File: src/rtl/fourbit_rr_scanner.sv
// Arbitrating front end for a 4-bit 4:1 mux: grants a channel, drives sel, captures mux_y, offers it valid/ready.
// Optional FOURBIT_RR_SCANNER_RR_FAIR_EN selects round-robin grant; otherwise fixed priority with channel 0 highest.
module fourbit_rr_scanner (
   input  logic       clk,
   input  logic       rst_n,
   input  logic [3:0] req,
   output logic [3:0] ack,
   output logic [1:0] sel,
   input  logic [3:0] mux_y,
   output logic       out_valid,
   input  logic       out_ready,
   output logic [3:0] out_data,
   output logic [1:0] out_chan
);

   typedef enum logic [1:0] {
      IDLE   = 2'd0,
      SETTLE = 2'd1,
      OUT    = 2'd2
   } state_t;

   state_t     state_q;
   logic [1:0] sel_q;
   logic [1:0] chan_q;
   logic [3:0] data_q;
   logic [3:0] ack_q;
   logic       valid_q;
   logic [1:0] grant_d;

`ifdef FOURBIT_RR_SCANNER_RR_FAIR_EN
   logic [1:0] last_q;
   logic [1:0] cand;

   // Walk from the farthest candidate to the nearest so the nearest requester after last_q wins.
   always_comb begin
      grant_d = last_q + 2'd1;
      cand    = 2'd0;
      for (int k = 3; k >= 0; k--) begin
         cand = last_q + 2'(k + 1);
         if (req[cand]) grant_d = cand;
      end
   end
`else
   always_comb begin
      grant_d = 2'd0;
      for (int k = 3; k >= 0; k--) begin
         if (req[k]) grant_d = 2'(k);
      end
   end
`endif

   always_ff @(posedge clk or negedge rst_n) begin
      if (!rst_n) begin
         state_q <= IDLE;
         sel_q   <= 2'd0;
         chan_q  <= 2'd0;
         data_q  <= 4'h0;
         ack_q   <= 4'b0000;
         valid_q <= 1'b0;
`ifdef FOURBIT_RR_SCANNER_RR_FAIR_EN
         last_q  <= 2'd3;
`endif
      end else begin
         case (state_q)
            IDLE: begin
               if (|req) begin
                  sel_q   <= grant_d;
`ifdef FOURBIT_RR_SCANNER_RR_FAIR_EN
                  last_q  <= grant_d;
`endif
                  state_q <= SETTLE;
               end
            end
            // Grant is committed: capture even if the requester has dropped req.
            SETTLE: begin
               data_q  <= mux_y;
               chan_q  <= sel_q;
               valid_q <= 1'b1;
               ack_q   <= 4'b0001 << sel_q;
               state_q <= OUT;
            end
            OUT: begin
               ack_q <= 4'b0000;
               if (valid_q && out_ready) begin
                  valid_q <= 1'b0;
                  state_q <= IDLE;
               end
            end
            default: begin
               state_q <= IDLE;
               ack_q   <= 4'b0000;
               valid_q <= 1'b0;
            end
         endcase
      end
   end

   assign ack       = ack_q;
   assign sel       = sel_q;
   assign out_valid = valid_q;
   assign out_data  = data_q;
   assign out_chan  = chan_q;

endmodule

File: config.mk
export PLATFORM = sky130hd
export DESIGN_NAME = fourbit_rr_scanner
export DESIGN_NICKNAME = d
export VERILOG_FILES = /design/src/rtl/fourbit_rr_scanner.sv
export SDC_FILE = /design/constraint.sdc
export NUM_CORES = 1
export LEC_CHECK = 0
export ABC_CLOCK_PERIOD_IN_PS = 1450
export CAP_MARGIN = 25
export CORE_MARGIN = 1
export CORE_UTILIZATION = 40
export CTS_CLUSTER_DIAMETER = 120
export CTS_CLUSTER_SIZE = 25
export DETAILED_ROUTE_END_ITERATION = 12
export PLACE_DENSITY = 0.72
export SYNTH_ARGS = -nofsm -noshare
export SYNTH_HDL_FRONTEND = slang
export SYNTH_SLANG_ARGS = --single-unit
File: constraint.sdc
create_clock -name clk -period 1.45 [get_ports clk]
set_clock_uncertainty 0.15 [all_clocks]
set_input_delay 0.29 -clock clk [delete_from_list [all_inputs] [get_ports clk]]
set_output_delay 0.29 -clock clk [all_outputs]
set_load 0.02 [all_outputs]
# [After elaboration in Yosys (flattened, before gate mapping)]
# Cells that the tools add are included.
[classes] eq_ne=4 n_shift=1 muxes=10 bitwise_logic=1 reduce_logical=6
[ops] cell="2-to-1 mux 2 bit" n=6
[ops] cell="one-hot mux 4 bit (2 select lines)" n=1
[ops] cell="one-hot mux 2 bit (3 select lines)" n=1
[ops] cell="AND reduction 2 bit" n=3
[ops] cell="!= test 2 bit (second input constant)" n=2
[ops] cell="OR reduction 4 bit" n=1
[ops] cell="left shift 1 x 2 -> 4 bit (first input constant)" n=1
[ops] cell="one-hot mux 1 bit (3 select lines)" n=1
[ops] cell="equality test 2 x 1 -> 1 bit (second input constant)" n=1
[ops] cell="equality test 2 bit (second input constant)" n=1
[ops] cell="logical NOT 2 bit" n=1
[ops] cell="logical AND 1 bit" n=1
[ops] cell="2-to-1 mux 1 bit" n=1
[ops] cell="inverter 1 bit" n=1
[totals] ff_bits=15 inputBits=11 out_inout_bits=13 elab_cells=28

# [Logic depth before layout (Yosys ltp)]
# Gate-level depths: netlist of run 1.
[logic_depth] word_depth=4 depth_mapped=4 depth_no_buf=3

# [Least setup slack after synthesis of run 1]
# OpenSTA, ideal clock, no wires.
[synth_path] path_type="reg2reg" from="register state_q[1]" to="register chan_q[0] (netlist: out_chan[0])" setup_ps=125 arrival_time_ps=998 required_time_ps=1175 slack_ps=177 path_stages_with_launch=5 path_buffers=2 synth_period_minus_slack_ps=1273 cell_sequence="dfrtp_1 > buf_6 > nor2b_4 > buf_6 > mux2_4"
[synth_via] elab_chain_cells=1
[synth_lines] element="start, declared" line="22" rtl="state_t state_q;"
[synth_lines] element="start signal, assigned" line="54" rtl="state_q <= IDLE;"
[synth_lines] element="start signal, assigned" line="71" rtl="state_q <= SETTLE;"
[synth_lines] element="start signal, assigned" line="80" rtl="state_q <= OUT;"
[synth_lines] element="equality test 2 x 1 -> 1 bit" line="64" rtl="case (state_q)"
[synth_lines] element="end signal, assigned" line="77" rtl="chan_q <= sel_q;"
[synth_lines] element="end, declared" line="24" rtl="logic [1:0] chan_q;"
# Every way passes these cells.
# A chain may end at the register's enable or synchronous reset.

# [Final worst setup path of run 1]
[layout_path] from="register data_q[3] (netlist: out_data[3])" to="output port out_data[3]"
[layout_rtl] element="start, declared" line="25" rtl="logic [3:0] data_q;"
[layout_rtl] element="start signal, assigned" line="76" rtl="data_q <= mux_y;"
[layout_rtl] element="end, declared" line="12" rtl="output logic [3:0] out_data,"
# No word-level cell between the ends.

==> summary.txt, run 1 <==
Critical path
  • Startpoint Class: register
  • Largest delay contributor family on the critical path: flip-flops
  • Worst flop-to-flop path startpoint: state_q[1]
  • Crit path capture type: primary output
  • CP max FO: 2
  • Buffer and inverter count on the worst path: 1
  • Worst Reg-to-Reg Cells: 4
  • Crit Path Category: reg2out
  • CP cell instances: dlygate4sd2_1
  • Worst Setup SP: out_data[3]
  • Max incr delay on CP: 0.38 ns
  • Slowest CP cell: dfrtp_1
  • Worst Path Arrival: 0.98 ns
  • WP depth: 1
  • CP required: 1.01 ns

Route
  • # DRC: 0
  • Detail Route Antenna Nets: 0
  • Vias/cell: 4.959
  • Total wire length: 1308 um
  • Initial drt markers: 5
  • Vias: 486
  • DR pass1 iterations: 4
  • WL per Instance: 13.35 um

STA
  • Hold Fails Final Rpt: 0
  • Worst Tran Pin Value: 0.2825 ns
  • Final period util: 97.77%
  • Final setup vio count: 0
  • Rel. slew slack: 81.13%
  • Final critical-path required period: 1.418 ns
  • Peak Freq: 0.7054 GHz
  • Setup TNS: 0 ns
  • RSZ-0062 raised after global routing: false
  • Fin. max-slew vios: 0
  • Final worst slack: 0.03237 ns

Synthesis
  • Top-count cell post-synth: dfrtp_1
  • Sequential area share after synthesis: 55.97%
  • Largest area contributor in the netlist: dfrtp_1
  • Top FF cell, synth: dfrtp_1
  • Yosys top cell area share: 55.97%
  • Avg Inst Size Synth: 12.65 um2
  • Synth cell types: 18
  • EDFF count, synth: 0
  • Fraction of registers with async set/reset: 100.0%
  • Cell Area, Synth: 670.6 um2
  • Syn_nets: 64
  • Synth top area cells: dfrtp_1 (56%), mux2_4 (13%), o21a_1 (4.5%)
  • Synthesized instance count: 53
  • Warnings, synthesis: 0
  • Commonest cells post-synth: dfrtp_1 (15), mux2_4 (6), nor2_1 (4), o21a_1 (4)
  • Synthesized flop and latch total: 15

CTS
  • Clk sinks: 15
  • Max Root-Sink Buffers: 2
  • Post-CTS Repair Setup Buffers: 0
  • Clock latency on the worst-skew pair: 0.28 ns
  • Clock transition at the registers of the reported paths: 0.09 ns
  • # resized after CTS: 15
  • CTS tree: built
  • CTS buffer count: 3
  • CTS H-tree lvls: 1
  • Hold-fix buffers, CTS: 0
  • CTS root buffer: clkbuf_4

Die
  • Die extent in x: 42.95 um
  • Core ar.: 1541 um2
  • Initial Utilization: 43.51%
  • Rows: 14
  • Die area: 1844 um2
  • # IOs: 24
  • Die height: 42.95 um

Global routing
  • Met1 Track Usage GR: 21.86%
  • GRT overflow: 0
  • Layer with the highest usage: met2
  • Met3 Use GR: 3.830%
  • Global-route wire length before repair: 2201 um
  • GR Util met2: 26.36%
  • Largest net degree at the start of global routing: 16
  • Initial antenna violation count: 0
  • Global-route usage over all layers: 16.96%
  • Vias in the first global route: 473

Flow run
  • Max Cap Viol: 0

Placement
  • IO Port Bufs: 23
  • Pre-CTS setup slack: 0.01109 ns
  • GPL Wtd Cong: 0.6963
  • Post-DP HPWL: 983.8 um

Power and ir drop
  • Peak supply drop: 1143 uV
  • PD cells: 2300 nW/um2
  • Static Leak: 0.4278 nW

Finish
  • Fin nets: 94
  • Fillers: 145
  • Area Growth Syn to Fin: 40.30%
  • Layout cells sized above 1: 21.95%
  • Antenna cells: 0

Worst hold path
  • Worst min-delay path class: in2async

Run status
  • Status: complete, no violations
[state kept, by name (all words and copies together), names as in the netlist]
register,flops
out_chan,2
out_valid,1
sel,2
out_data,4
state_q,2
ack,4
[worst paths after layout]
check                              end  slack (ns)
max                        out_data[3]        0.03
min                             ack[0]        0.16
max reg2reg                     sel[1]        0.13
min reg2reg                out_data[3]        0.36
max in group asynchronous  out_data[1]        0.82
min in group clk           out_data[3]        0.36
[kinds of logic after synthesis]
group	share of synthesized area (%)
and+or+nand+nor	15.67
DFF	55.97
AOI/OAI and AO/OA	9.328
muxes	14.93
buffers and inverters	4.104
[layer usage]
layer  part of all wire [%]  vias up
met1                     45      231
met5                      0        -
met4                      0        0
met2                     52       11
met3                    2.7        0
li1                       -      244
[placed cells by master (no fill, tap or decap), drive strengths merged]
| master | synthesis | layout |
|---|---|---|
| nor3 | 3 | 3 |
| nand3b | 2 | 2 |
| mux2 | 6 | 6 |
| nor2b | 3 | 3 |
| clkbuf | 0 | 7 |
| mux2i | 1 | 1 |
| a21o | 1 | 1 |
| clkdlybuf4s50 | 0 | 10 |
| dlygate4sd2 | 0 | 1 |
| nor4 | 1 | 1 |
| nand2b | 3 | 3 |
| clkdlybuf4s15 | 0 | 9 |
| nand2 | 1 | 1 |
| o21ai | 2 | 2 |
| nor2 | 4 | 4 |
| o21a | 4 | 4 |
| a21oi | 3 | 3 |
| nand3 | 1 | 1 |
| dfrtp | 15 | 15 |
| buf | 3 | 5 |
[stage by stage]
| step | std cells | hold slack [ns] | cell area, um2 | power [mW] | util (%) |
|---|---|---|---|---|---|
| after global placement | 94 | 0.3334 | 930.9 | 2.027 | 60.39 |
| after CTS | 98 | 0.1531 | 943.4 | 2.177 | 61.20 |
| after global routing | 98 | 0.1656 | 940.9 | 2.315 | 61.04 |
| after floorplan | 53 | -0.1556 | 670.6 | 1.550 | - |
| final | 98 | 0.1567 | 940.9 | 2.164 | 61.04 |
| after detailed placement | 94 | 0.3432 | 930.9 | 2.051 | 60.39 |
[power by group]
group / switching [mW] / internal, mW / total, mW
clock: 0.131 / 0.107 / 0.238
combinational: 0.585 / 0.601 / 1.19
sequential: 0.118 / 0.623 / 0.740
total: 0.833 / 1.33 / 2.16
[cell type report]
type	instances	area, um2	area share, %
tap	16	20.02	2.128
clock buffer	4	26.28	2.793
sequential	15	375.4	39.89
multi-input combinational	35	267.8	28.46
timing repair buffer	28	251.5	26.73
(Power assumes the default switching activity.)
==> run 2: changes to the inputs <==
--- a/config.mk
+++ b/config.mk
@@ -5,7 +5,7 @@
 export SDC_FILE = /design/constraint.sdc
 export NUM_CORES = 1
 export LEC_CHECK = 0
-export ABC_CLOCK_PERIOD_IN_PS = 1450
+export ABC_CLOCK_PERIOD_IN_PS = 1650
 export CAP_MARGIN = 25
 export CORE_MARGIN = 1
 export CORE_UTILIZATION = 40
==> constraint.sdc (replaced) <==
create_clock -name clk -period 1.65 [get_ports clk]
set_clock_uncertainty 0.15 [all_clocks]
set_input_delay 0.33 -clock clk [delete_from_list [all_inputs] [get_ports clk]]
set_output_delay 0.33 -clock clk [all_outputs]
set_load 0.02 [all_outputs]
==> run 2 against run 1 <==
Against the previous run: die area is the same; sequential share of layout area unchanged; sequential cell count did not move; design area did not move; worst hold slack improved by 0.056 ns; critical path depth stayed put; register-to-register slack improved by 0.23 ns; sequential power down 14%; largest cell class unchanged; largest power group unchanged; highest routed layer is now met4.
==> summary.txt, run 2 (synthesized netlist as in run 1, its figures left out) <==
CTS
  • CTS H-tree lvls: 1
  • Post-CTS Repair Setup Buffers: 0
  • Clock latency on the worst-skew pair: 0.28 ns
  • Clk sinks: 15
  • CTS root buffer: clkbuf_4
  • CTS tree: built
  • # resized after CTS: 13
  • CTS buffer count: 3
  • Hold-fix buffers, CTS: 0
  • Clock transition at the registers of the reported paths: 0.09 ns
  • Max Root-Sink Buffers: 2

STA
  • Final setup vio count: 0
  • Final period util: 89.55%
  • Worst Tran Pin Value: 0.3334 ns
  • Setup TNS: 0 ns
  • RSZ-0062 raised after global routing: false
  • Rel. slew slack: 77.57%
  • Fin. max-slew vios: 0
  • Hold Fails Final Rpt: 0
  • Final critical-path required period: 1.478 ns
  • Peak Freq: 0.6768 GHz

Global routing
  • Global-route usage over all layers: 16.50%
  • GRT overflow: 0
  • Vias in the first global route: 475
  • Largest net degree at the start of global routing: 16
  • Global-route wire length before repair: 2152 um
  • Initial antenna violation count: 0

Critical path
  • Crit path capture type: primary output
  • CP required: 1.17 ns
  • CP cell instances: dlygate4sd2_1
  • Largest delay contributor family on the critical path: flip-flops
  • Startpoint Class: register
  • Worst Reg-to-Reg Cells: 4
  • Crit Path Category: reg2out
  • CP max FO: 2
  • WP depth: 1
  • Buffer and inverter count on the worst path: 1
  • Slowest CP cell: dfrtp_1
  • Worst Path Arrival: 1.00 ns
  • Max incr delay on CP: 0.39 ns

Power and ir drop
  • Static Leak: 0.4490 nW
  • PD cells: 2002 nW/um2
  • Peak supply drop: 899.7 uV

Flow run
  • Max Cap Viol: 0

Finish
  • Antenna cells: 0
  • Most frequent cells in the layout: dfrtp_1 (15), dlygate4sd2_1 (13), clkdlybuf4s50_1 (10)
  • Commonest non-fill, non-tap cell in the layout: dfrtp_1
  • Final instance area: 940.9 um2
  • Fin nets: 94
  • Layout cells sized above 1: 18.29%
  • Area Growth Syn to Fin: 40.30%

Die
  • Die area: 1844 um2
  • # IOs: 24
  • Rows: 14
  • Initial Utilization: 43.51%
  • Die extent in x: 42.95 um
  • Die height: 42.95 um
  • Core ar.: 1541 um2

Worst hold path
  • Worst min-delay path class: in2async

Route
  • WL per Instance: 13.29 um
  • Initial drt markers: 13
  • Vias: 489
  • # DRC: 0
  • Detail Route Antenna Nets: 0
  • DR pass1 iterations: 4
  • Vias/cell: 4.990
  • Total wire length: 1302 um

Placement
  • Placed cell areas: 930.9 um2
  • Post-DP HPWL: 916.4 um
  • IO Port Bufs: 23
  • GPL Wtd Cong: 0.7008

Run status
  • Status: complete, no violations
-- run 2: cell count changes in the layout (fill, tap and decap cells not counted), sizes merged --
cell and change:
clkdlybuf4s15 -9, clkbuf -3, dlygate4sd2 +12
-- run 2: where the power goes --
part           leakage (nW)  switching (mW)  total, mW  internal [mW]
combinational         0.248           0.519       1.04          0.517
clock                0.0150           0.116      0.210         0.0936
sequential            0.186          0.0916      0.638          0.547
-- run 2: routing by layer --
layer	up-vias	GRT usage [%]	share of wire [%]	wire, um
met2	9	26.97	50	645
met3	2	3.830	2.2	29
met1	234	19.94	47	606
met5	-	0	0	0
met4	0	9.091	1.6	21
li1	244	-	-	-
-- run 2: worst paths after layout --
check	end	slack, ns	from
worst max-delay path	ack[0]	0.17	ack[0]
worst min-delay path	ack[2]	0.21	rst_n
worst max register to register	sel[1]	0.36	state_q[1]
worst min register to register	out_valid	0.36	out_valid
max in group asynchronous	out_data[2]	0.97	rst_n
min in group clk	out_valid	0.36	out_valid
-- run 2: final cells by class --
type,instances,area [um2]
Fill cell,132,600.6
Sequential cell,15,375.4
Multi-Input combinational cell,35,267.8
Timing Repair Buffer,28,251.5
Clock buffer,4,26.28
Tap cell,16,20.02
-- run 2: stage by stage --
stage          instances  utilization, %  setup slack, ns  hold slack [ns]  total power [mW]
2_1_floorplan         53               -           0.3765          -0.1156             1.362
3_3_place_gp          94           60.39           0.2063           0.3329             1.781
3_5_place_dp          94           60.39           0.2006           0.3422             1.799
4_1_cts               98           61.04           0.1568           0.2162             1.902
5_1_grt               98           61.04           0.1239           0.2258             2.004
6_report              98           61.04           0.1725           0.2122             1.884
==> run 3: changes to the inputs <==
--- a/config.mk
+++ b/config.mk
@@ -5,6 +5,7 @@
 export SDC_FILE = /design/constraint.sdc
 export NUM_CORES = 1
 export LEC_CHECK = 0
+export ABC_AREA = 1
 export ABC_CLOCK_PERIOD_IN_PS = 1650
 export CAP_MARGIN = 25
 export CORE_MARGIN = 1
@@ -12,7 +13,7 @@
 export CTS_CLUSTER_DIAMETER = 120
 export CTS_CLUSTER_SIZE = 25
 export DETAILED_ROUTE_END_ITERATION = 12
-export PLACE_DENSITY = 0.72
+export PLACE_DENSITY = 0.73
 export SYNTH_ARGS = -nofsm -noshare
 export SYNTH_HDL_FRONTEND = slang
 export SYNTH_SLANG_ARGS = --single-unit
==> run 3 against run 2 <==
Against the previous run: worst setup slack worse by 0.028 ns; non-clock buffer count down 2; critical endpoint is now ack[3]; register-to-register slack better by 0.10 ns; synthesized cell count up 28%.
==> summary.txt, run 3 <==
Run status
  • Status: complete, no violations

CTS
  • Max Root-Sink Buffers: 2
  • Clock transition at the registers of the reported paths: 0.10 ns
  • CTS buffer count: 3
  • Clock latency on the worst-skew pair: 0.29 ns
  • Clk sinks: 15
  • CTS root buffer: clkbuf_4
  • Hold-fix buffers, CTS: 0
  • CTS H-tree lvls: 1
  • CTS tree: built

Global routing
  • Vias in the first global route: 512
  • Initial antenna violation count: 0
  • GRT overflow: 0
  • Global-route wire length before repair: 2332 um
  • Global-route usage over all layers: 18.09%
  • Largest net degree at the start of global routing: 16

Synthesis
  • EDFF count, synth: 0
  • Sequential area share after synthesis: 59.41%
  • Avg Inst Size Synth: 9.292 um2
  • Synthesized flop and latch total: 15
  • Synth cell types: 14
  • Synth top area cells: dfrtp_1 (59%), nand2_1 (17%), nand2_2 (4.0%)
  • Warnings, synthesis: 0
  • Cell Area, Synth: 631.9 um2
  • Top FF cell, synth: dfrtp_1
  • Synthesized instance count: 68
  • Commonest cells post-synth: nand2_1 (29), dfrtp_1 (15), inv_1 (6), nand2_2 (4), a21oi_1 (3)
  • Syn_nets: 79
  • Yosys top cell area share: 59.41%
  • Top-count cell post-synth: nand2_1
  • Fraction of registers with async set/reset: 100.0%
  • Largest area contributor in the netlist: dfrtp_1

Route
  • Initial drt markers: 8
  • # DRC: 0
  • WL per Instance: 11.39 um
  • Detail Route Antenna Nets: 0
  • Vias/cell: 4.690
  • DR pass1 iterations: 6
  • Total wire length: 1287 um
  • Vias: 530

STA
  • Fin Hold WS: 0.1962 ns
  • Peak Freq: 0.6641 GHz
  • Setup TNS: 0 ns
  • Rel. slew slack: 81.42%
  • RSZ-0062 raised after global routing: false
  • Final period util: 91.26%
  • Hold Fails Final Rpt: 0
  • Worst Tran Pin Value: 0.2788 ns
  • Final critical-path required period: 1.506 ns
  • Fin. max-slew vios: 0
  • Final setup vio count: 0

Critical path
  • Worst Path Arrival: 1.03 ns
  • Max incr delay on CP: 0.41 ns
  • Worst Reg-to-Reg Cells: 4
  • CP required: 1.17 ns
  • Slowest CP cell: dfrtp_1
  • Worst flop-to-flop path startpoint: state_q[1]
  • Largest delay contributor family on the critical path: flip-flops
  • Buffer and inverter count on the worst path: 1
  • Crit path capture type: primary output
  • CP cell instances: dlygate4sd2_1
  • Crit Path Category: reg2out
  • R2R setup slack: 0.46 ns
  • Startpoint Class: register
  • CP max FO: 2
  • Critical R2R Capture: sel[0]

Die
  • Die height: 41.75 um
  • Die extent in x: 41.75 um
  • # IOs: 24
  • Die area: 1743 um2
  • Rows: 13
  • Core ar.: 1383 um2
  • Initial Utilization: 45.70%

Flow run
  • Max Cap Viol: 0

Placement
  • Placed cell areas: 903.4 um2
  • GPL Wtd Cong: 0.6519
  • IO Port Bufs: 23
  • Post-DP HPWL: 966.3 um

Finish
  • Fillers: 128
  • Final instance area: 914.6 um2
  • Antenna cells: 0
  • Most frequent cells in the layout: nand2_1 (29), dfrtp_1 (15), dlygate4sd2_1 (13)
  • Fin nets: 110
  • Commonest non-fill, non-tap cell in the layout: nand2_1
  • Area Growth Syn to Fin: 44.75%
  • Layout cells sized above 1: 17.35%

Power and ir drop
  • PD cells: 1780 nW/um2
  • Peak supply drop: 947.6 uV
  • Static Leak: 0.5115 nW

Worst hold path
  • Worst min-delay path class: in2async
-- run 3: cell count changes after synthesis, sizes merged, moves of 3 or more --
| cell | before | now |
|---|---|---|
| inv | 0 | 8 |
| nand2 | 1 | 33 |
| mux2 | 6 | 0 |
| nor3 | 3 | 0 |
| buf | 3 | 0 |
| nor2b | 3 | 0 |
| nand2b | 3 | 0 |
| o21a | 4 | 1 |
-- run 3: how the worst max path moves through the flow --
stage | start | end | slack, ns | cells past startpoint
6_report | ack[3] | ack[3] | 0.14 | 1
5_1_grt | ack[3] | ack[3] | 0.08 | 1
4_1_cts | ack[3] | ack[3] | 0.13 | 1
3_5_place_dp | ack[0] | ack[0] | 0.21 | 1
3_3_place_gp | ack[3] | ack[3] | 0.23 | 1
2_1_floorplan | state_q[1] | sel[0] | 0.55 | 4
-- run 3: worst register-to-register path: cells and delay by family, from the launching register on --
kind | cells | cell delay (ns)
flip-flops | 1 | 0.48
AND/OR/NAND/NOR | 4 | 0.47
-- run 3: layer usage --
| metal | vias to the layer above | track usage (%) | share of wire [%] |
|---|---|---|---|
| met5 | - | 0 | 0 |
| met2 | 13 | 28.44 | 47 |
| met1 | 245 | 22.88 | 47 |
| met4 | 0 | 9.677 | 2.1 |
| met3 | 4 | 4.348 | 4.4 |
| li1 | 268 | - | - |
-- run 3: what timing repair did --
action	in CTS	in global routing
setup endpoints to repair	13	0
setup buffers	0	0
resized for setup	13	0
-- run 3: kinds of logic (layout without fill, tap and decap cells) --
kind of cell    after synthesis  in the layout  share of synthesized area [%]
compound gates                8              8                          8.317
flops                        15             15                          59.41
buf+inv                       8             38                          4.753
simple gates                 37             37                          27.52
-- run 3: layout make-up --
cell class	instances	area, um2	share of cell area (%)
sequential	15	375.4	41.04
timing repair buffer	26	236.5	25.86
multi-input combinational	45	226.5	24.76
inverter	8	30.03	3.283
clock buffer	3	22.52	2.462
tap	15	18.77	2.052
clock inverter	1	5.005	0.5472
-- run 3: power by group --
group	switching (mW)	total, mW	internal, mW	leakage [nW]
combinational	0.477	0.784	0.307	0.303
clock	0.123	0.213	0.0900	0.0177
sequential	0.107	0.631	0.523	0.190
-- run 3: through the flow --
step                setup WS (ns)  util [%]  instances  power, mW
floorplan                  0.5465         -         68      1.131
global placement           0.2265     65.34        109      1.513
detailed placement         0.2143     65.34        109      1.531
CTS                        0.1349     66.15        113      1.657
global route              0.08121     66.15        113      1.764
finish                     0.1442     66.15        113      1.628
